## src/rtl/hazard_pkg.sv

```systemverilog
// Shared types for the pipeline interlock: FSM states, forward selects, shadow bundles.
package hazard_pkg;

   localparam int SHADOW_AW = 5;

   typedef enum logic {RUN, STALL} state_e;

   localparam logic [1:0] FWD_REG = 2'b00;
   localparam logic [1:0] FWD_WB  = 2'b01;
   localparam logic [1:0] FWD_MEM = 2'b10;

   typedef struct packed {
      logic [SHADOW_AW-1:0] rd;
      logic [SHADOW_AW-1:0] rs1;
      logic [SHADOW_AW-1:0] rs2;
      logic                 reg_write;
      logic                 mem_read;
   } ex_shadow_t;

   typedef struct packed {
      logic [SHADOW_AW-1:0] rd;
      logic                 reg_write;
   } wb_shadow_t;

   // x0 is hardwired zero, so it never produces a dependency
   function automatic logic reg_hit(
      input logic [SHADOW_AW-1:0] src,
      input logic [SHADOW_AW-1:0] rd,
      input logic                 we
   );
      return we && (src != '0) && (src == rd);
   endfunction

endpackage

```

## src/rtl/hazard_fwd_select.sv

```systemverilog
// EX operand bypass select for one source operand.
module hazard_fwd_select
   import hazard_pkg::*;
(
   input  logic [SHADOW_AW-1:0] src_i,
   input  logic [SHADOW_AW-1:0] mem_rd_i,
   input  logic                 mem_we_i,
   input  logic [SHADOW_AW-1:0] wb_rd_i,
   input  logic                 wb_we_i,
   output logic [1:0]           sel_o
);

   // Younger producer in EX/MEM wins over MEM/WB
   always_comb begin
      sel_o = FWD_REG;
      if (reg_hit(src_i, mem_rd_i, mem_we_i)) begin
         sel_o = FWD_MEM;
      end else if (reg_hit(src_i, wb_rd_i, wb_we_i)) begin
         sel_o = FWD_WB;
      end
   end

endmodule

```

## src/rtl/hazard_control_unit.sv

```systemverilog
// 5-stage pipeline interlock: shadows, stall FSM, stall counter, forwarding.
// Define HAZARD_FWD_EN to build with EX forwarding (load-use stalls only).
module hazard_control_unit
   import hazard_pkg::*;
#(
   parameter int STALL_CNT_W = 16,
   parameter int REG_AW      = 5
) (
   input  logic                   clk,
   input  logic                   rst_n,
   input  logic                   id_valid,
   input  logic [REG_AW-1:0]      id_rs1,
   input  logic [REG_AW-1:0]      id_rs2,
   input  logic                   id_uses_rs2,
   input  logic [REG_AW-1:0]      id_rd,
   input  logic                   id_reg_write,
   input  logic                   id_mem_read,
   input  logic                   branch_taken,
   output logic                   pc_write,
   output logic                   if_id_write,
   output logic                   id_ex_bubble,
   output logic                   if_id_flush,
   output logic [1:0]             fwd_a,
   output logic [1:0]             fwd_b,
   output logic [STALL_CNT_W-1:0] stall_count
);

   ex_shadow_t             ex_q, ex_d;
   wb_shadow_t             mem_q, wb_q;
   state_e                 state_q;
   logic [STALL_CNT_W-1:0] cnt_q;
   logic                   hit_ex, stall;

   assign hit_ex = reg_hit(id_rs1, ex_q.rd, ex_q.reg_write)
                 | (id_uses_rs2 & reg_hit(id_rs2, ex_q.rd, ex_q.reg_write));

`ifdef HAZARD_FWD_EN
   assign stall = id_valid & ex_q.mem_read & hit_ex;

   hazard_fwd_select u_fwd_a (
      .src_i    (ex_q.rs1),
      .mem_rd_i (mem_q.rd),
      .mem_we_i (mem_q.reg_write),
      .wb_rd_i  (wb_q.rd),
      .wb_we_i  (wb_q.reg_write),
      .sel_o    (fwd_a)
   );

   hazard_fwd_select u_fwd_b (
      .src_i    (ex_q.rs2),
      .mem_rd_i (mem_q.rd),
      .mem_we_i (mem_q.reg_write),
      .wb_rd_i  (wb_q.rd),
      .wb_we_i  (wb_q.reg_write),
      .sel_o    (fwd_b)
   );
`else
   logic hit_mem;
   logic unused_shadow;

   assign hit_mem = reg_hit(id_rs1, mem_q.rd, mem_q.reg_write)
                  | (id_uses_rs2 & reg_hit(id_rs2, mem_q.rd, mem_q.reg_write));
   assign stall   = id_valid & (hit_ex | hit_mem);
   assign fwd_a   = FWD_REG;
   assign fwd_b   = FWD_REG;
   assign unused_shadow = ^{ex_q.rs1, ex_q.rs2, ex_q.mem_read, wb_q};
`endif

   assign pc_write     = ~stall;
   assign if_id_write  = ~stall;
   assign id_ex_bubble = stall;
   assign if_id_flush  = id_valid & branch_taken & ~stall;
   assign stall_count  = cnt_q;

   always_comb begin
      ex_d = '0;
      if (id_valid && !stall) begin
         ex_d.rd        = id_rd;
         ex_d.rs1       = id_rs1;
         ex_d.rs2       = id_rs2;
         ex_d.reg_write = id_reg_write;
         ex_d.mem_read  = id_mem_read;
      end
   end

   always_ff @(posedge clk or negedge rst_n) begin
      if (!rst_n) begin
         ex_q    <= '0;
         mem_q   <= '0;
         wb_q    <= '0;
         state_q <= RUN;
         cnt_q   <= '0;
      end else begin
         ex_q  <= ex_d;
         mem_q <= '{rd: ex_q.rd, reg_write: ex_q.reg_write};
         wb_q  <= mem_q;
         case (state_q)
            RUN:     if (stall)  state_q <= STALL;
            STALL:   if (!stall) state_q <= RUN;
            default: state_q <= RUN;
         endcase
         if (stall && cnt_q != '1) begin
            cnt_q <= cnt_q + 1'b1;
         end
      end
   end

endmodule
```

## config.mk

```make
export PLATFORM = sky130hd
export DESIGN_NAME = hazard_control_unit
export DESIGN_NICKNAME = d
export VERILOG_FILES = /design/src/rtl/hazard_pkg.sv /design/src/rtl/hazard_fwd_select.sv /design/src/rtl/hazard_control_unit.sv
export SDC_FILE = /design/constraint.sdc
export NUM_CORES = 1
export LEC_CHECK = 0
export CAP_MARGIN = 0
export CORE_UTILIZATION = 30
export DETAILED_ROUTE_END_ITERATION = 8
export DONT_BUFFER_PORTS = 1
export GPL_TIMING_DRIVEN = 0
export PLACE_DENSITY_LB_ADDON = 0.08
export SLEW_MARGIN = 20
export SYNTH_ARGS = -nofsm -noshare
export SYNTH_HDL_FRONTEND = slang
export SYNTH_SLANG_ARGS = --single-unit
```

## constraint.sdc

```tcl
create_clock -name clk -period 4.3 [get_ports clk]
set_input_delay 1.29 -clock clk [delete_from_list [all_inputs] [get_ports clk]]
set_output_delay 1.29 -clock clk [all_outputs]
set_load 0.03 [all_outputs]
```

After elaboration in Yosys (flattened, before gate mapping)
Cells that the tools add are included.
{"block": "totals", "reg_bits": 28}
{"block": "classes", "n_addsub": 1, "eq_ne": 5, "n_mux": 1, "n_bitwise": 9, "n_reduce_logical": 13}
{"operator": "== test 5 bit", "count": 4}
{"operator": "two-way mux 17 bit", "count": 1}
{"operator": "adder 16 x 1 -> 16 bit (second input constant)", "count": 1}
{"operator": "!= test 16 bit (second input constant)", "count": 1}
{"operator": "logical AND 1 bit", "count": 10}
{"operator": "nonzero test 5 bit", "count": 2}
{"operator": "AND 1 bit", "count": 5}
{"operator": "bitwise OR 1 bit", "count": 3}
{"operator": "zero test 1 bit", "count": 1}
{"operator": "NOT 1 bit", "count": 1}

Logic depth before layout (Yosys ltp)
Gate-level depths: netlist (run 1).
{"block": "logic_depth", "ltp_word": 10, "ltp_mapped": 10, "ltp_nobuf": 8}

Least setup slack after synthesis (run 1)
Ideal clock, no wire load.
{"block": "synth_path", "path_type": "input-to-output", "startpoint": "input port id_rs2[1]", "endpoint": "output port if_id_flush", "t_arrival_ps": 3081, "t_required_ps": 3010, "setup_slack_ps": -71, "stages": 7, "n_path_buf": 1, "path_cell_list": "or4_1 o21a_1 nand4_1 a21boi_0 or3b_1 clkbuf_1 nor2_1"}
{"block": "synth_via", "elab_chain_cells": 9, "word_cells_on_any_way": 15, "classes_between": "eq/ne: 2; bitwise: 8; reduce/logical: 5"}
{"item": "start, declared", "line_no": "hazard_control_unit.sv:13", "text": "input logic [REG_AW-1:0] id_rs2,"}
{"item": "nonzero test 5 bit", "line_no": "hazard_pkg.sv:31", "text": "return we && (src != '0) && (src == rd);"}
{"item": "logical AND 1 bit (2 in a row)", "line_no": "hazard_pkg.sv:31"}
{"item": "AND 1 bit, on equally long branches", "line_no": "hazard_control_unit.sv:35, hazard_control_unit.sv:62"}
{"item": "bitwise OR 1 bit, on equally long branches", "line_no": "hazard_control_unit.sv:35, hazard_control_unit.sv:62"}
{"item": "bitwise OR 1 bit *", "line_no": "hazard_control_unit.sv:63", "text": "assign stall = id_valid & (hit_ex | hit_mem);"}
{"item": "AND 1 bit *", "line_no": "hazard_control_unit.sv:63"}
{"item": "NOT 1 bit *", "line_no": "hazard_control_unit.sv:72", "text": "assign if_id_flush = id_valid & branch_taken & ~stall;"}
{"item": "AND 1 bit *", "line_no": "hazard_control_unit.sv:72"}
{"item": "end, declared", "line_no": "hazard_control_unit.sv:22", "text": "output logic if_id_flush,"}
Mark *: on every way between the ends. The rest lies on a longest branch, timed or not.

Final worst setup path (run 1)
Ends and elaborated chain as after synthesis.

==> qor.txt, run 1 <==
Outcome = complete, no violations
Setup CP Type = in -> out
Top-count cell post-synth = dfrtp_1
Die Width = 71.9 um
DR vias = 994
First DRT Iteration DRCs = 23
Core area = 4720 um2
Synth Cell Area = 1470 um2
Fin util = 0.342
Critical Path End Type = output port
Setup crit start kind = primary input
Number of library cell types mapped by synthesis = 27
Synth warnings = 0
Max Fclk = 238 MHz
Vias in the first global route = 1039
LEAKAGE = 0.737 nW
WL/cell = 13.1 um
Boundary Pins = 46
Register area = 701 um2
Worst vdd ir = 0.000144 V
Flops & latches, synth = 28
Post-Layout Cell Count = 217
Hold_buf cts = 0
Max-slew violation count = 0
Worst-Skew Late Latency = 260 ps
CTS tree = done
Area of the multi-input gates = 692 um2
Pin count of the biggest net entering global routing = 29
Area after DPL = 1560 um2
Crit path max fanout = 7
Clk sinks = 28
DRC Markers = 0
Inst Count DP = 215
Vias per cell = 4.58
Initial Utilization = 0.310
# diodes = 0
H-tree Lvls = 1
Initial antenna violation count = 0
First-pass GRT wire length = 4660 um
Sequential fraction of the synthesis area = 0.478
Worst hold slack = 422 ps
HP Class = reg -> reg
Max_slew headroom = 0.621
Mapped Cells = 145
CTS root buf = clkbuf_8
Routed Antenna Nets = 0
Required @ worst endpoint = 3010 ps
Max-Cap Viols = 0
DRT Wirelength = 2850 um
DIE AREA = 5170 um2
Final hold vios = 0
Critical path data arrival time = 2910 ps
Worst-margin pin slew = 564 ps
Std cell rows = 25
Cell taking the most area after synthesis = dfrtp_1
Final clock period utilization by the worst path = 0.978
Postcts setup bufs = 0
Dpl hpwl = 2240 um
Area delta synth->final = 10.2%
Async S/R FF share, synth = 1.00
Final instance area = 1620 um2
Post-synth EDFFs = 0
Setup Skew = 3.43 ps
Synth top area cells = dfrtp_1, xnor2_1, xor2_1
Gp weighted congestion = 0.705
Minimum clock period = 4200 ps
Top cells by count, synth = dfrtp_1, xnor2_1, nand4_1, xor2_1, nor2_1
DR pass1 iterations = 3
Grt total ovfl = 0
Ratio of cells with drive above 1 in the final layout = 0.120
Final setup fails = 0
Pwr Density = 311 nW/um2
PortBufs = 0
Cts bufs inserted = 3
Tot GR Track Use = 0.116
Final nets = 175
Unrepaired setup endpoints after global routing = yes
DIE HEIGHT = 71.9 um
Overall Power = 0.000502 W
Reg clk slew, reported paths = 90 ps
Top_reg_cell synth = dfrtp_1
Max Root-Sink Buffers = 2
Avg Cell Area, Syn = 10.1 um2
Yosys top cell area share = 0.478
FILL cells = 506
-- path summary, 6_finish.rpt --
check,from,to,slack (ps),depth (start not counted)
min in group asynchronous,rst_n,stall_count[5],710,0
max in group asynchronous,rst_n,mem_q[5],3520,0
hold reg to reg,ex_q[1],mem_q[0],420,0
setup reg to reg,stall_count[0],stall_count[15],1770,10
hold / removal,ex_q[1],mem_q[0],420,0
setup / recovery,id_rs2[1],if_id_flush,100,6
-- placed cells by master, fill, tap and decap left out, types with 2 or more instances in the layout --
cell	count
a21boi_0	2
a21oi_1	2
a31o_2	2
and3_1	4
buf_4	5
buf_6	2
clkbuf_8	3
conb_1	4
dfrtp_1	28
inv_1	10
mux2_2	2
nand2_1	9
nand3_1	3
nand4_1	13
nor2_1	11
nor3_1	6
xnor2_1	20
xor2_1	13
-- repair_timing --
action / CTS / global route
endpoints found under the setup margin: 3 / 3
pin swaps: 0 / 1
resized for setup: 2 / 2
-- state kept, by name, summed over array words and instances, names as in the netlist --
name	flops
ex_q	6
mem_q	6
stall_count	16
-- worst max-delay path, cell delays in order --
cell and delay, ps:
or4_1 510, o21a_1 200, nand4_1 90, a21boi_0 120, or3b_4 470, nor2_4 230
-- layout make-up --
class	count	area share
buffer	7	0.0372
clock buffer	3	0.0256
inverter	10	0.0232
multi-input combinational	102	0.428
sequential	28	0.434
tap	67	0.0519
-- report_power, final --
part / internal [W] / switching [W] / total [W]
sequential: 0.000277 / 0.0000361 / 0.000313
combinational: 0.0000268 / 0.0000246 / 0.0000513
clock: 0.0000627 / 0.0000750 / 0.000138
-- kinds of logic (layout without fill, tap and decap cells) --
group | after synthesis | after routing | synth area share
other | 1 | 4 | 0.00256
flip-flops | 28 | 28 | 0.478
adder cells (fa/ha/maj) | 1 | 1 | 0.00854
XOR/XNOR | 33 | 33 | 0.197
AND/OR/NAND/NOR | 54 | 54 | 0.188
AO/OA/AOI/OAI | 7 | 7 | 0.0342
multiplexers | 3 | 3 | 0.0222
buffers and inverters | 18 | 20 | 0.0692
-- per-stage QoR --
stage          worst slack, ps  setup TNS, ps
6_report                  96.0              0
5_1_grt                  -3.79          -3.79
4_1_cts                  -46.3          -46.3
3_5_place_dp              -115           -240
3_3_place_gp              -107           -170
2_1_floorplan             57.1              0
-- metal layers --
layer  wire length (um)  part of all wire  vias up  GRT usage
met4                 12            0.0042        0     0.0261
met1               1270              0.45      480      0.142
met2               1390              0.49       30      0.203
li1                   -                 -      482          -
met3                177             0.062        2     0.0309
met5                  0                 0        -          0
Note: power is estimated with default switching activity, not from simulation.
==> run 2, diff against run 1 <==
--- a/config.mk
+++ b/config.mk
@@ -11,7 +11,7 @@
 export DONT_BUFFER_PORTS = 1
 export GPL_TIMING_DRIVEN = 0
 export PLACE_DENSITY_LB_ADDON = 0.08
-export SLEW_MARGIN = 20
+export SLEW_MARGIN = 30
 export SYNTH_ARGS = -nofsm -noshare
 export SYNTH_HDL_FRONTEND = slang
 export SYNTH_SLANG_ARGS = --single-unit
==> results of run 2 <==
Final layout, timing and power as in run 1 (identical DEF).
